**config.mk**
```make
export PLATFORM = sky130hd
export DESIGN_NAME = mem_block_responder_flat
export DESIGN_NICKNAME = d
export VERILOG_FILES = /design/src/rtl/mem_block_responder_if.sv /design/src/rtl/mem_block_responder.sv /design/src/flat_wrapper.sv
export SDC_FILE = /design/constraint.sdc
export NUM_CORES = 1
export LEC_CHECK = 0
export CELL_PAD_IN_SITES_DETAIL_PLACEMENT = 2
export CELL_PAD_IN_SITES_GLOBAL_PLACEMENT = 2
export CORE_UTILIZATION = 24
export DETAILED_ROUTE_END_ITERATION = 7
export MAX_ROUTING_LAYER = met4
export PLACE_DENSITY = 0.82
export SLEW_MARGIN = 5
export SYNTH_ARGS = -nofsm -noshare
export SYNTH_HDL_FRONTEND = slang
export SYNTH_SLANG_ARGS = --single-unit
```
**constraint.sdc**
```tcl
create_clock -name clk -period 2.2 [get_ports clk]
set_input_delay 0.33 -clock clk [delete_from_list [all_inputs] [get_ports clk]]
set_output_delay 0.33 -clock clk [all_outputs]
set_load 0.05 [all_outputs]
```
**src/rtl/mem_block_responder_if.sv**
```systemverilog
// Bus between a block-read requester and mem_block_responder.
// MEM_BLOCK_WRITE_EN adds the write-back signals (reqWrite, wrData, wrTake).
interface mem_block_responder_if #(
  parameter int ADDR_W = 15,
  parameter int DATA_W = 32
);
  logic              req;
  logic [ADDR_W-1:0] reqAddr;
  logic              ack;
  logic              busy;
  logic              dataValid;
  logic [DATA_W-1:0] dataOut;
  logic [1:0]        wordIdx;
  logic              done;
  logic [12:0]       readCount;
`ifdef MEM_BLOCK_WRITE_EN
  logic              reqWrite;
  logic [DATA_W-1:0] wrData;
  logic              wrTake;

  modport slave (
    input  req, reqAddr, reqWrite, wrData,
    output ack, busy, dataValid, dataOut, wordIdx, done, readCount, wrTake
  );
  modport master (
    output req, reqAddr, reqWrite, wrData,
    input  ack, busy, dataValid, dataOut, wordIdx, done, readCount, wrTake
  );
`else
  modport slave (
    input  req, reqAddr,
    output ack, busy, dataValid, dataOut, wordIdx, done, readCount
  );
  modport master (
    output req, reqAddr,
    input  ack, busy, dataValid, dataOut, wordIdx, done, readCount
  );
`endif
endinterface

```
**src/rtl/mem_block_responder.sv**
```systemverilog
// Block-transfer memory responder: accepts a 4-word block request, waits LATENCY cycles,
// then streams the block. Define MEM_BLOCK_WRITE_EN to compile in write-back bursts.
module mem_block_responder #(
  parameter int ADDR_W  = 15,
  parameter int DATA_W  = 32,
  parameter int LATENCY = 3
) (
  input  logic                  clk,
  input  logic                  rst,
  mem_block_responder_if.slave  bus,
  output logic [1:0]            dbg_state_o
);
  // Handshake: req is a level held by the requester until it sees the one-cycle
  // ack; beats are never stalled (no backpressure), one per cycle once BURST starts.
  typedef enum logic [1:0] {
    S_IDLE  = 2'd0,
    S_WAIT  = 2'd1,
    S_BURST = 2'd2
  } state_e;

  localparam logic [3:0]  LAT_INIT = 4'(LATENCY - 1);
  localparam logic [12:0] CNT_MAX  = 13'h1FFF;

  state_e            state_q, state_d;
  logic [3:0]        lat_q, lat_d;
  logic [ADDR_W-3:0] blk_q, blk_d;
  logic [1:0]        idx_q, idx_d;
  logic [12:0]       cnt_q, cnt_d;
  logic [ADDR_W-1:0] beat_addr;
  logic [DATA_W-1:0] rd_word;
  logic              unused_addr_bits;

  assign unused_addr_bits = ^bus.reqAddr[1:0];
  assign beat_addr        = {blk_q, idx_q};
  assign dbg_state_o      = state_q;

`ifdef MEM_BLOCK_WRITE_EN
  localparam int DEPTH = 1 << ADDR_W;

  logic              wr_q, wr_d;
  logic              beat_wr;
  // Words are stored XORed with their own address, so a zero power-up RAM reads
  // back as mem[i] = i without any initialisation pass.
  logic [DATA_W-1:0] mem_q [DEPTH];

  assign rd_word = mem_q[beat_addr] ^ DATA_W'(beat_addr);

  always_ff @(posedge clk) begin
    if (beat_wr && !rst) begin
      mem_q[beat_addr] <= bus.wrData ^ DATA_W'(beat_addr);
    end
  end
`else
  assign rd_word = DATA_W'(beat_addr);
`endif

  always_comb begin
    state_d       = state_q;
    lat_d         = lat_q;
    blk_d         = blk_q;
    idx_d         = idx_q;
    cnt_d         = cnt_q;
    bus.ack       = 1'b0;
    bus.busy      = 1'b0;
    bus.dataValid = 1'b0;
    bus.dataOut   = '0;
    bus.wordIdx   = 2'd0;
    bus.done      = 1'b0;
    bus.readCount = cnt_q;
`ifdef MEM_BLOCK_WRITE_EN
    wr_d          = wr_q;
    beat_wr       = 1'b0;
    bus.wrTake    = 1'b0;
`endif
    case (state_q)
      S_IDLE: begin
        if (bus.req) begin
          state_d = S_WAIT;
          lat_d   = LAT_INIT;
          blk_d   = bus.reqAddr[ADDR_W-1:2];
          idx_d   = 2'd0;
`ifdef MEM_BLOCK_WRITE_EN
          wr_d    = bus.reqWrite;
`endif
        end
      end
      S_WAIT: begin
        bus.busy = 1'b1;
        // WAIT always opens with the counter at its load value, so that cycle is the ack cycle.
        bus.ack  = (lat_q == LAT_INIT);
        if (lat_q == 4'd0) begin
          state_d = S_BURST;
        end else begin
          lat_d = lat_q - 4'd1;
        end
      end
      S_BURST: begin
        bus.busy    = 1'b1;
        bus.wordIdx = idx_q;
        idx_d       = idx_q + 2'd1;
`ifdef MEM_BLOCK_WRITE_EN
        if (wr_q) begin
          beat_wr    = 1'b1;
          bus.wrTake = 1'b1;
        end else begin
          bus.dataValid = 1'b1;
          bus.dataOut   = rd_word;
        end
`else
        bus.dataValid = 1'b1;
        bus.dataOut   = rd_word;
`endif
        if (idx_q == 2'd3) begin
          bus.done = 1'b1;
          state_d  = S_IDLE;
`ifdef MEM_BLOCK_WRITE_EN
          if (!wr_q && cnt_q != CNT_MAX) cnt_d = cnt_q + 13'd1;
`else
          if (cnt_q != CNT_MAX) cnt_d = cnt_q + 13'd1;
`endif
        end
      end
      default: state_d = S_IDLE;
    endcase
  end

  always_ff @(posedge clk) begin
    if (rst) begin
      state_q <= S_IDLE;
      lat_q   <= 4'd0;
      blk_q   <= '0;
      idx_q   <= 2'd0;
      cnt_q   <= 13'd0;
`ifdef MEM_BLOCK_WRITE_EN
      wr_q    <= 1'b0;
`endif
    end else begin
      state_q <= state_d;
      lat_q   <= lat_d;
      blk_q   <= blk_d;
      idx_q   <= idx_d;
      cnt_q   <= cnt_d;
`ifdef MEM_BLOCK_WRITE_EN
      wr_q    <= wr_d;
`endif
    end
  end
endmodule

```
**src/flat_wrapper.sv**
```systemverilog
// flat-port wrapper written by rule: the top's interface ports become plain ports
module mem_block_responder_flat 
#(
  parameter int ADDR_W  = 15,
  parameter int DATA_W  = 32,
  parameter int LATENCY = 3
)
  (clk, rst, dbg_state_o, bus_req, bus_reqAddr, bus_ack, bus_busy, bus_dataValid, bus_dataOut, bus_wordIdx, bus_done, bus_readCount);
  mem_block_responder_if #(.ADDR_W(ADDR_W), .DATA_W(DATA_W)) bus_i ();
  input  logic clk;
  input  logic rst;
  output logic [1:0] dbg_state_o;
  input wire logic [$bits(bus_i.req)-1:0] bus_req;
  input wire logic [$bits(bus_i.reqAddr)-1:0] bus_reqAddr;
  output wire logic [$bits(bus_i.ack)-1:0] bus_ack;
  output wire logic [$bits(bus_i.busy)-1:0] bus_busy;
  output wire logic [$bits(bus_i.dataValid)-1:0] bus_dataValid;
  output wire logic [$bits(bus_i.dataOut)-1:0] bus_dataOut;
  output wire logic [$bits(bus_i.wordIdx)-1:0] bus_wordIdx;
  output wire logic [$bits(bus_i.done)-1:0] bus_done;
  output wire logic [$bits(bus_i.readCount)-1:0] bus_readCount;
  assign bus_i.req = bus_req;
  assign bus_i.reqAddr = bus_reqAddr;
  assign bus_ack = bus_i.ack;
  assign bus_busy = bus_i.busy;
  assign bus_dataValid = bus_i.dataValid;
  assign bus_dataOut = bus_i.dataOut;
  assign bus_wordIdx = bus_i.wordIdx;
  assign bus_done = bus_i.done;
  assign bus_readCount = bus_i.readCount;
  mem_block_responder #(.ADDR_W(ADDR_W), .DATA_W(DATA_W), .LATENCY(LATENCY)) u_core (.clk(clk), .rst(rst), .bus(bus_i), .dbg_state_o(dbg_state_o));
endmodule
```
### After elaboration in Yosys (flattened, before gate mapping)

Index checks and enable logic that the tools add are counted.

* register bits after elaboration: 34
* latch bits: 0
* memory bits (writable): 0
* bits in read-only memories: 0
* bits of input ports: 18
* word-level logic and storage cells: 43
* memories: 0

* add/sub/neg operators: 3
* multipliers: 0
* div/mod/pow operators: 0
* $lt $le $gt $ge: 0
* eq/ne operators: 9
* shift operators: 0
* muxes and demuxes: 16
* bitwise logic cells: 0
* reductions and logical operators: 10

Operators with widths (number)
* $mux 15: 1
* $add 13x1->13 const B: 1
* $ne 13x13->1 const B: 1
* $mux 2: 5
* $reduce_and 3->1: 3
* $mux 4: 2
* $pmux 4 s2: 1
* $pmux 2 s3: 1
* $mux 1: 5
* $eq 2x2->1 const B: 2
* $eq 4x2->1 const B: 1
* $logic_not 4->1: 1
* $ne 2x1->1 const B: 2
* $ne 2x2->1 const B: 2
* $pmux 2 s2: 1
* $reduce_and 2->1: 2
* $reduce_bool 2->1: 2
* $sub 4x1->4 const B: 1
* $add 2x1->2 const B: 1
* $eq 2x1->1 const B: 1
* $logic_not 2->1: 1
* $reduce_or 2->1: 1

### Depth between registers and ports, before layout

Gate-level depths: netlist of the first run.

* word-level depth: 3
* gate-level depth with buffers: 7
* gate-level depth less buffers: 7

### Worst setup path after synthesis of the first run

Ideal clock, no wire load.

* path kind: register to output
* from: register u_core.state_q[1] (netlist: u_core.dbg_state_o[1])
* to: output port bus_wordIdx[0]
* arrival: 2538 ps
* data required time: 1870 ps
* slack: -668 ps
* cell stages (with the launch flop): 6
* buffers on the path: 3
* cell sequence: dfxtp_1 ha_1 clkbuf_1 clkbuf_1 and2_1 buf_4

* cells in the longest elaborated chain, start to end: 2

Ends and longest elaborated chain
* start: declaration: RTL line mem_block_responder.sv:24 `state_e state_q, state_d;`
* start signal: assignment: RTL line mem_block_responder.sv:138 `state_q <= state_d;`
* $eq 2x2->1: RTL line mem_block_responder.sv:75 `case (state_q)`
* $mux 2: RTL line mem_block_responder.sv:75
* end: declaration: RTL line flat_wrapper.sv:19 `output wire logic [$bits(bus_i.wordIdx)-1:0] bus_wordIdx;`

No other way between the ends.

### Worst setup path after layout of the first run

* from: register u_core.state_q[0] (netlist: u_core.dbg_state_o[0])
* to: output port bus_wordIdx[1]

Same word-level chain as after synthesis.

==> key figures, run 1 <==
Routing
  • Iteration count of the initial detailed-routing pass: 3
  • Iteration-0 DRC count of the detailed router: 35
  • Vias: approximately 1,700
  • Post-DRT Antenna Nets: 0
  • WL/cell: 13.95 µm
  • DR DRC count: 0
  • Drt total wl: 5261 µm
  • Vias/cell: ~4.6

Power
  • Maximum vdd drop: 0.3203 mV
  • P_leak: 1.016 nW
  • PD cells: 972.6 nW/µm²

Critical path
  • CP required: 1.87 ns
  • R2r endpoint: u_core.lat_q[0]
  • Critical path type: reg2out
  • Critical Path Start Type: flop
  • R2r startpoint: u_core.dbg_state_o[0]
  • R2R Setup Slk: 0.27 ns
  • Capturing element type of the critical path: primary output
  • Crit path DAT: ~1.6 ns
  • CP max FO: 22
  • Reg2reg path depth: 6
  • Crit path launch: u_core.dbg_state_o[0]
  • Worst setup endpoint: bus_wordIdx[1]

Logic synthesis
  • Synth top area cells: dfxtp_1 (36%), buf_4 (7.6%), nand2_1 (7.0%), and2_1 (6.7%), ha_1 (6.0%)
  • Flops & latches, synth: 34
  • Mapped Cells: 231
  • Cell taking the most area after synthesis: dfxtp_1
  • Synth unique cells: 42
  • Commonest cells post-synth: nand2_1 (35), dfxtp_1 (34), a21oi_1 (20), and2_1 (20), buf_4 (19)
  • Synthesis warning total: 0
  • Share of the synthesized area in the top cell type: 36.39%
  • Post-Syn Area per Cell: 8.098 µm²
  • Post-Syn Area: 1871 µm²
  • EDFF count, synth: 0
  • Count leader, synth: nand2_1
  • Seq/Total Area, Yosys: 36.39%
  • Async set or reset register ratio after synthesis: 0%
  • Synth Flop Type: dfxtp_1

Place
  • GPL Wtd Cong: 0.6975
  • Dpl hpwl: 3959 µm
  • I/O Buffers: 51

Floorplan
  • Std-Cell Rows: 31
  • Die X: 90.29 µm
  • Area of the core: 7408 µm²
  • Die ar.: 8151 µm²
  • Die Y: 90.29 µm
  • Initial core utilization: 25.25%
  • Num ports: 71

CTS
  • Clock sinks: 34
  • Root Driver: clkbuf_8
  • Cts repair resizes: 0
  • CTS tree: done
  • Postcts setup bufs: 0
  • CTS max path bufs: 2
  • Cts hold-fix bufs: 0
  • Clock insertion delay at the later pin of the skew report: roughly 0.29 ns
  • Clk slew on worst S/H paths: 0.07 ns
  • Total CTS buffers: 5
  • H-tree depth: 2

Global routing
  • Total track usage: 13.51%
  • Grt total ovfl: 0
  • Initial antenna violation count: 0
  • Largest net degree at the start of global routing: 23
  • First-pass GRT wire length: 8818 µm
  • Number of global-route vias before repair: 1,798

Layout
  • Final core utilization: roughly a third
  • Area growth syn-to-layout: 33.58%
  • Share of cells above drive strength 1: roughly 18%
  • Ant. Diodes: 0
  • Nets: just over 300

STA
  • Max Slew Vio Count: 0
  • Fmax achieved: 514.4 MHz
  • Final setup viols: 0
  • Worst Tran Pin Value: 0.5085 ns
  • Unrepaired setup endpoints after global routing: no
  • Post-route minimum period: between 1.5 and 2 ns
  • WHS: 0.4569 ns
  • Final Hold Violating Endpoints: 0
  • Worst slew margin: 65.99%
  • Final Skew: 0.007528 ns
  • Period utilization: 88.36%

Flow run
  • Max Cap Viol: 0

Min path
  • Hold Path Class: reg2reg

Outcome
  • Outcome: completed
cell families after synthesis:
group	after synthesis	synth area share (%)
fa+ha+maj	9	6.020
compound gates	44	15.18
other cells	1	0.2005
mux	5	2.876
simple gates	95	26.36
buf+inv	43	12.98
flops	34	36.39
cell usage in the layout (no fill, tap or decap), types with 2 or more instances in the layout:
cell and instances:
dfxtp_1 33, a21oi_1 20, inv_1 12, o41ai_1 2, o21ai_0 3, a211oi_1 6, clkdlybuf4s50_1 30, ha_1 8
clkbuf_8 6, o311ai_0 2, nand2_1 35, buf_4 23, and4_1 2, mux2_2 3, mux2i_1 2, a31oi_1 3
o31ai_1 2, conb_1 17, nor3_1 2, and2_1 9, nand4_1 3, and2_2 10, and3_1 4, nand3_1 7
o32ai_1 2, nor2b_1 4, nor2_1 9
stage by stage:
step,setup WS [ns],instances,total power [mW],area [µm²],TNS (ns)
after global placement,0.3239,370,1.825,2386,0
after floorplan,-0.04416,247,1.606,1963,-0.04416
after global routing,0.08919,377,2.594,2499,0
after CTS,0.2074,377,2.476,2499,0
after detailed placement,0.2884,370,1.866,2386,0
final,0.2561,377,2.430,2499,0
where the power goes:
part           leakage [nW]  internal (mW)  switching, mW  total, mW
Sequential            0.277          0.710         0.0611      0.771
Combinational         0.682          0.347          0.718       1.07
Clock                0.0573          0.363          0.232      0.594
routing by layer:
metal	up-vias	share of wire [%]	track usage (%)	routed length (µm)
met4	0	0.72	4.032	38
met2	52	48	23.03	2546
met3	6	5.0	2.862	264
met5	-	0	-	0
met1	822	46	15.96	2412
li1	850	-	-	-
sequential cells by signal (all words and copies together), names as in the netlist:
register and cells:
u_core.blk_q 13, u_core.bus.readCount 13, u_core.lat_q 4, u_core.dbg_state_o 2, u_core.idx_q 2
area by class of cell:
cell class,count,area (µm²)
well taps,99,123.9
repair buffers,54,493.0
clock buffers,6,82.58
clock inverters,1,30.03
flip-flops and latches,34,681.9
fillers,858,4910
multi-input cells,170,1035
inverters,13,52.55
how the worst min path moves through the flow:
stage / cells after the start / slack [ns] / startpoint / to
after floorplan: 2 / 0.43 / u_core.blk_q[10] / u_core.blk_q[10]
final: 2 / 0.46 / u_core.blk_q[0] / u_core.blk_q[0]
after detailed placement: 2 / 0.45 / u_core.blk_q[0] / u_core.blk_q[0]
after global placement: 2 / 0.44 / u_core.blk_q[12] / u_core.blk_q[12]
after CTS: 2 / 0.46 / u_core.blk_q[0] / u_core.blk_q[0]
after global routing: 2 / 0.48 / u_core.blk_q[0] / u_core.blk_q[0]
critical path, cell delays in order, from the launching register on:
cell,delay [ns]
dfxtp_1,0.38
inv_1,0.12
ha_4,0.19
buf_4,0.20
and2_2,0.23
buf_4,0.19
Power figures use the tool's default switching activity.
==> run 2, diff against run 1 <==
- CORE_ASPECT_RATIO: default -> 1.1
- CTS_CLUSTER_SIZE: default -> 30
==> run 2 against run 1 <==
Net effect:
- the flow now stops in 5_2_route
- global-route usage up 1.2 points
- synthesized cell count unchanged
- area after synthesis unchanged
==> key figures, run 2 <==
Logic synthesis
  • Synthesis warning total: 0 (unchanged)
  • Mapped Cells: 231 (unchanged)
  • Synth unique cells: 42 (unchanged)
  • Cell taking the most area after synthesis: dfxtp_1
  • Post-Syn Area: 1871 µm² (unchanged)
  • Async set or reset register ratio after synthesis: 0% (unchanged)
  • Flops & latches, synth: 34 (unchanged)
  • Share of the synthesized area in the top cell type: 36.39% (unchanged)
  • Synth Flop Type: dfxtp_1
  • Synth top area cells: dfxtp_1 (36%), buf_4 (7.6%), nand2_1 (7.0%), and2_1 (6.7%), ha_1 (6.0%)
  • Count leader, synth: nand2_1
  • Commonest cells post-synth: nand2_1 (35), dfxtp_1 (34), a21oi_1 (20), and2_1 (20), buf_4 (19)
  • EDFF count, synth: 0 (unchanged)
  • Post-Syn Area per Cell: 8.098 µm² (unchanged)
  • Seq/Total Area, Yosys: 36.39% (unchanged)

CTS
  • Root Driver: clkbuf_8
  • Postcts setup bufs: 0 (unchanged)
  • Cts hold-fix bufs: 0 (unchanged)
  • H-tree depth: 2 (unchanged)
  • Cts repair resizes: 0 (unchanged)
  • CTS max path bufs: 2 (unchanged)
  • Total CTS buffers: 5 (unchanged)
  • Clock sinks: 34 (unchanged)

Outcome
  • Stop err: [ERROR DRT-0255] Maze Route cannot find path of net clk in worker of routeBox ( 48300 0 ) ( 86175 48300 ).
  • Stopped at: 5_2_route
  • Outcome: stopped before the end

Global routing
  • Grt total ovfl: 0 (unchanged)
  • First-pass GRT wire length: 9052 µm (+2.7%)
  • Largest net degree at the start of global routing: 25 (+8.7%)
  • Initial antenna violation count: 0 (unchanged)
  • Number of global-route vias before repair: 1,847 (+2.7%)
  • Total track usage: 14.67% (+1.2 points)

Floorplan
  • Initial core utilization: 24.89% (-0.36 points)
  • Die Y: 94.59 µm (+4.8%)
  • Std-Cell Rows: 33 (+6.5%)
  • Die X: 86.18 µm (-4.6%)
  • Num ports: 71 (unchanged)

Place
  • Dpl hpwl: 4196 µm (+6.0%)
  • I/O Buffers: 51 (unchanged)
  • GPL Wtd Cong: 0.7168 (+2.8%)
  • Worst slack at placement: 0.2321 ns (-0.05630 ns)
-- run 2: through the flow --
| stage | cells | instance area [µm²] | hold WS (ns) | setup TNS [ns] |
|---|---|---|---|---|
| global placement | 376 | 2394 | 0.4380 | 0 |
| floorplan | 247 | 1963 | 0.4317 | -0.04416 |
| CTS | 384 | 2500 | 0.4626 | 0 |
| global route | 384 | 2500 | 0.4889 | 0 |
| detailed placement | 376 | 2394 | 0.4537 | 0 |
-- run 2: cells by family after synthesis --
logic type      count (synthesis)  share of synthesized area [%]
simple gates                   95                          26.36
compound gates                 44                          15.18
mux                             5                          2.876
flops                          34                          36.39
buf+inv                        43                          12.98
other cells                     1                         0.2005
fa+ha+maj                       9                          6.020
-- run 2: per-layer routing --
metal and global-route usage [%]:
met4 4.306, met5 -, met3 2.360, met2 28.17
met1 15.27
==> run 3, diff against run 2 <==
- CELL_PAD_IN_SITES_DETAIL_PLACEMENT: 2 -> default
- CELL_PAD_IN_SITES_GLOBAL_PLACEMENT: 2 -> default
- CORE_ASPECT_RATIO: 1.1 -> default
- CORE_UTILIZATION: 24 -> 20
- CTS_CLUSTER_SIZE: 30 -> default
- MAX_ROUTING_LAYER: met4 -> default
- PLACE_DENSITY: 0.82 -> default
- PLACE_DENSITY_LB_ADDON: default -> 0.15
==> run 3 against run 2 <==
Net effect:
- the run now ends clean
- global-route usage down 4.8 points
==> key figures, run 3 (synthesized netlist as in run 1, its figures left out) <==
Outcome
  • Outcome: completed

Global routing
  • Number of global-route vias before repair: 1,550 (-16%)
  • Grt total ovfl: 0 (unchanged)
  • Total track usage: 9.902% (-4.8 points)
  • First-pass GRT wire length: 7541 µm (-17%)
  • Largest net degree at the start of global routing: 25 (unchanged)
  • Initial antenna violation count: 0 (unchanged)

STA
  • Period utilization: 88.55%
  • Worst slew margin: 61.33%
  • Fmax achieved: 513.3 MHz
  • Final setup viols: 0
  • Max Slew Vio Count: 0
  • Sum of negative setup slack: 0 ns
  • Final Skew: 0.007478 ns
  • WHS: 0.4497 ns
  • Final worst setup slack: 0.2520 ns
  • Post-route minimum period: 1.948 ns
  • Unrepaired setup endpoints after global routing: no
  • Worst Tran Pin Value: 0.5782 ns
  • Final Hold Violating Endpoints: 0

Floorplan
  • Area of the core: 8891 µm²
  • Die X: 98.71 µm (+15%)
  • Num ports: 71 (unchanged)
  • Die ar.: 9744 µm²
  • Die Y: 98.71 µm (+4.4%)
  • Initial core utilization: 21.04% (-3.9 points)
  • Std-Cell Rows: 34 (+3.0%)

Critical path
  • Worst path max stage delay: 0.41 ns
  • CP max FO: 6
  • Capturing element type of the critical path: flop
  • Worst setup endpoint: u_core.lat_q[0]
  • Reg2reg path depth: 6
  • Cell family with most CP delay: compound AO/OA/AOI/OAI gates
  • CP cell instances: inv_1 > ha_1 > nor2b_1 > a311o_1 > or2_1 > o31ai_1
  • R2r startpoint: u_core.dbg_state_o[0]
  • Crit path launch: u_core.dbg_state_o[0]
  • Crit path DAT: between 2 and 2.5 ns
  • R2R Setup Slk: about 0.25 ns
  • Critical Path Start Type: flop
  • CP required: 2.39 ns
  • Crit. path cell count: 6
  • Critical path type: reg2reg
  • R2r endpoint: u_core.lat_q[0]
  • Worst path bufs/invs: 1
  • Slowest cell on crit path: a311o_1

CTS
  • Total CTS buffers: 5 (unchanged)
  • Cts repair resizes: 0 (unchanged)
  • Postcts setup bufs: 0 (unchanged)
  • CTS max path bufs: 2 (unchanged)
  • Clk slew on worst S/H paths: 0.07 ns
  • H-tree depth: 2 (unchanged)
  • Root Driver: clkbuf_8
  • Clock sinks: 34 (unchanged)
  • Cts hold-fix bufs: 0 (unchanged)
  • CTS tree: done
  • Clock insertion delay at the later pin of the skew report: 0.28 ns

Layout
  • Area growth syn-to-layout: 32.17%
  • Non-Filler Instances: about 380
  • Most frequent cells in the layout: nand2_1 (35), dfxtp_1 (33), clkdlybuf4s50_1 (30)
  • Final standard cell area without fillers: 2472 µm²
  • Share of cells above drive strength 1: 17.75%
  • Most common cell after layout, fill and taps aside: nand2_1
  • Fillers: 970
  • Final core utilization: between 20% and 30%
  • Ant. Diodes: 0
  • Nets: 304

Routing
  • Vias: 1,603
  • Iteration-0 DRC count of the detailed router: 59
  • Drt total wl: 4676 µm
  • Post-DRT Antenna Nets: 0
  • Vias/cell: between 4 and 5
  • DR DRC count: 0
  • Iteration count of the initial detailed-routing pass: 4
  • WL/cell: 12.18 µm

Place
  • I/O Buffers: 51 (unchanged)
  • Placed Cells: 378 (+0.53%)
  • GPL Wtd Cong: 0.7113 (-0.77%)
  • Dpl hpwl: 3381 µm (-19%)
  • Placed inst area: 2390 µm² (-0.16%)
  • Worst slack at placement: 0.2534 ns (+0.02125 ns)

Power
  • Power, Total: 2.274 mW
  • P_leak: 0.9968 nW
  • Net switching share of the total power: 42.97%
  • PD cells: 919.8 nW/µm²
  • Comb pwr share: 45.8%
  • Sw Pwr: 0.9773 mW
  • Maximum vdd drop: 0.2838 mV
  • Power share of the clock group: roughly a fifth
  • Share of power burned in registers: 33.7%
  • P_int: between 1 and 1.5 mW

Flow run
  • Max Cap Viol: 0

Min path
  • Hold Path Class: reg2reg
[run 3: how the worst min path moves through the flow]
stage | cells past startpoint | end | startpoint
final | 2 | u_core.blk_q[3] | u_core.blk_q[3]
after global placement | 2 | u_core.blk_q[9] | u_core.blk_q[9]
after detailed placement | 2 | u_core.blk_q[3] | u_core.blk_q[3]
after floorplan | 2 | u_core.blk_q[10] | u_core.blk_q[10]
after CTS | 2 | u_core.blk_q[3] | u_core.blk_q[3]
after global routing | 2 | u_core.blk_q[0] | u_core.blk_q[0]
[run 3: power by group through the flow]
stage                     sequential (mW)  combinational, mW  clock [mW]
after global placement              0.781               1.05           0
final                               0.767               1.04       0.466
after CTS                           0.768               1.05       0.491
after global routing                0.783               1.15       0.524
after detailed placement            0.783               1.05           0
after floorplan                     0.827              0.779           0
[run 3: per-layer routing]
| layer | part of all wire, % | global-route usage, % | vias to the layer above |
|---|---|---|---|
| li1 | - | - | 843 |
| met1 | 50 | 12.59 | 703 |
| met2 | 44 | 16.14 | 53 |
| met3 | 5.3 | 2.908 | 4 |
| met4 | 0.88 | 3.100 | 0 |
| met5 | 0 | 0 | - |
[run 3: cell type report]
cell class	instances	area (µm²)	area share, %
clock buffers	6	82.58	3.340
repair buffers	53	485.5	19.64
flip-flops and latches	34	681.9	27.58
inverters	13	52.55	2.126
multi-input cells	170	1035	41.85
well taps	108	135.1	5.466
[run 3: worst min-delay path, cell delays in order, from the launching register on]
cell and delay, ns:
dfxtp_1 0.31, nand2_1 0.05, a21oi_1 0.05
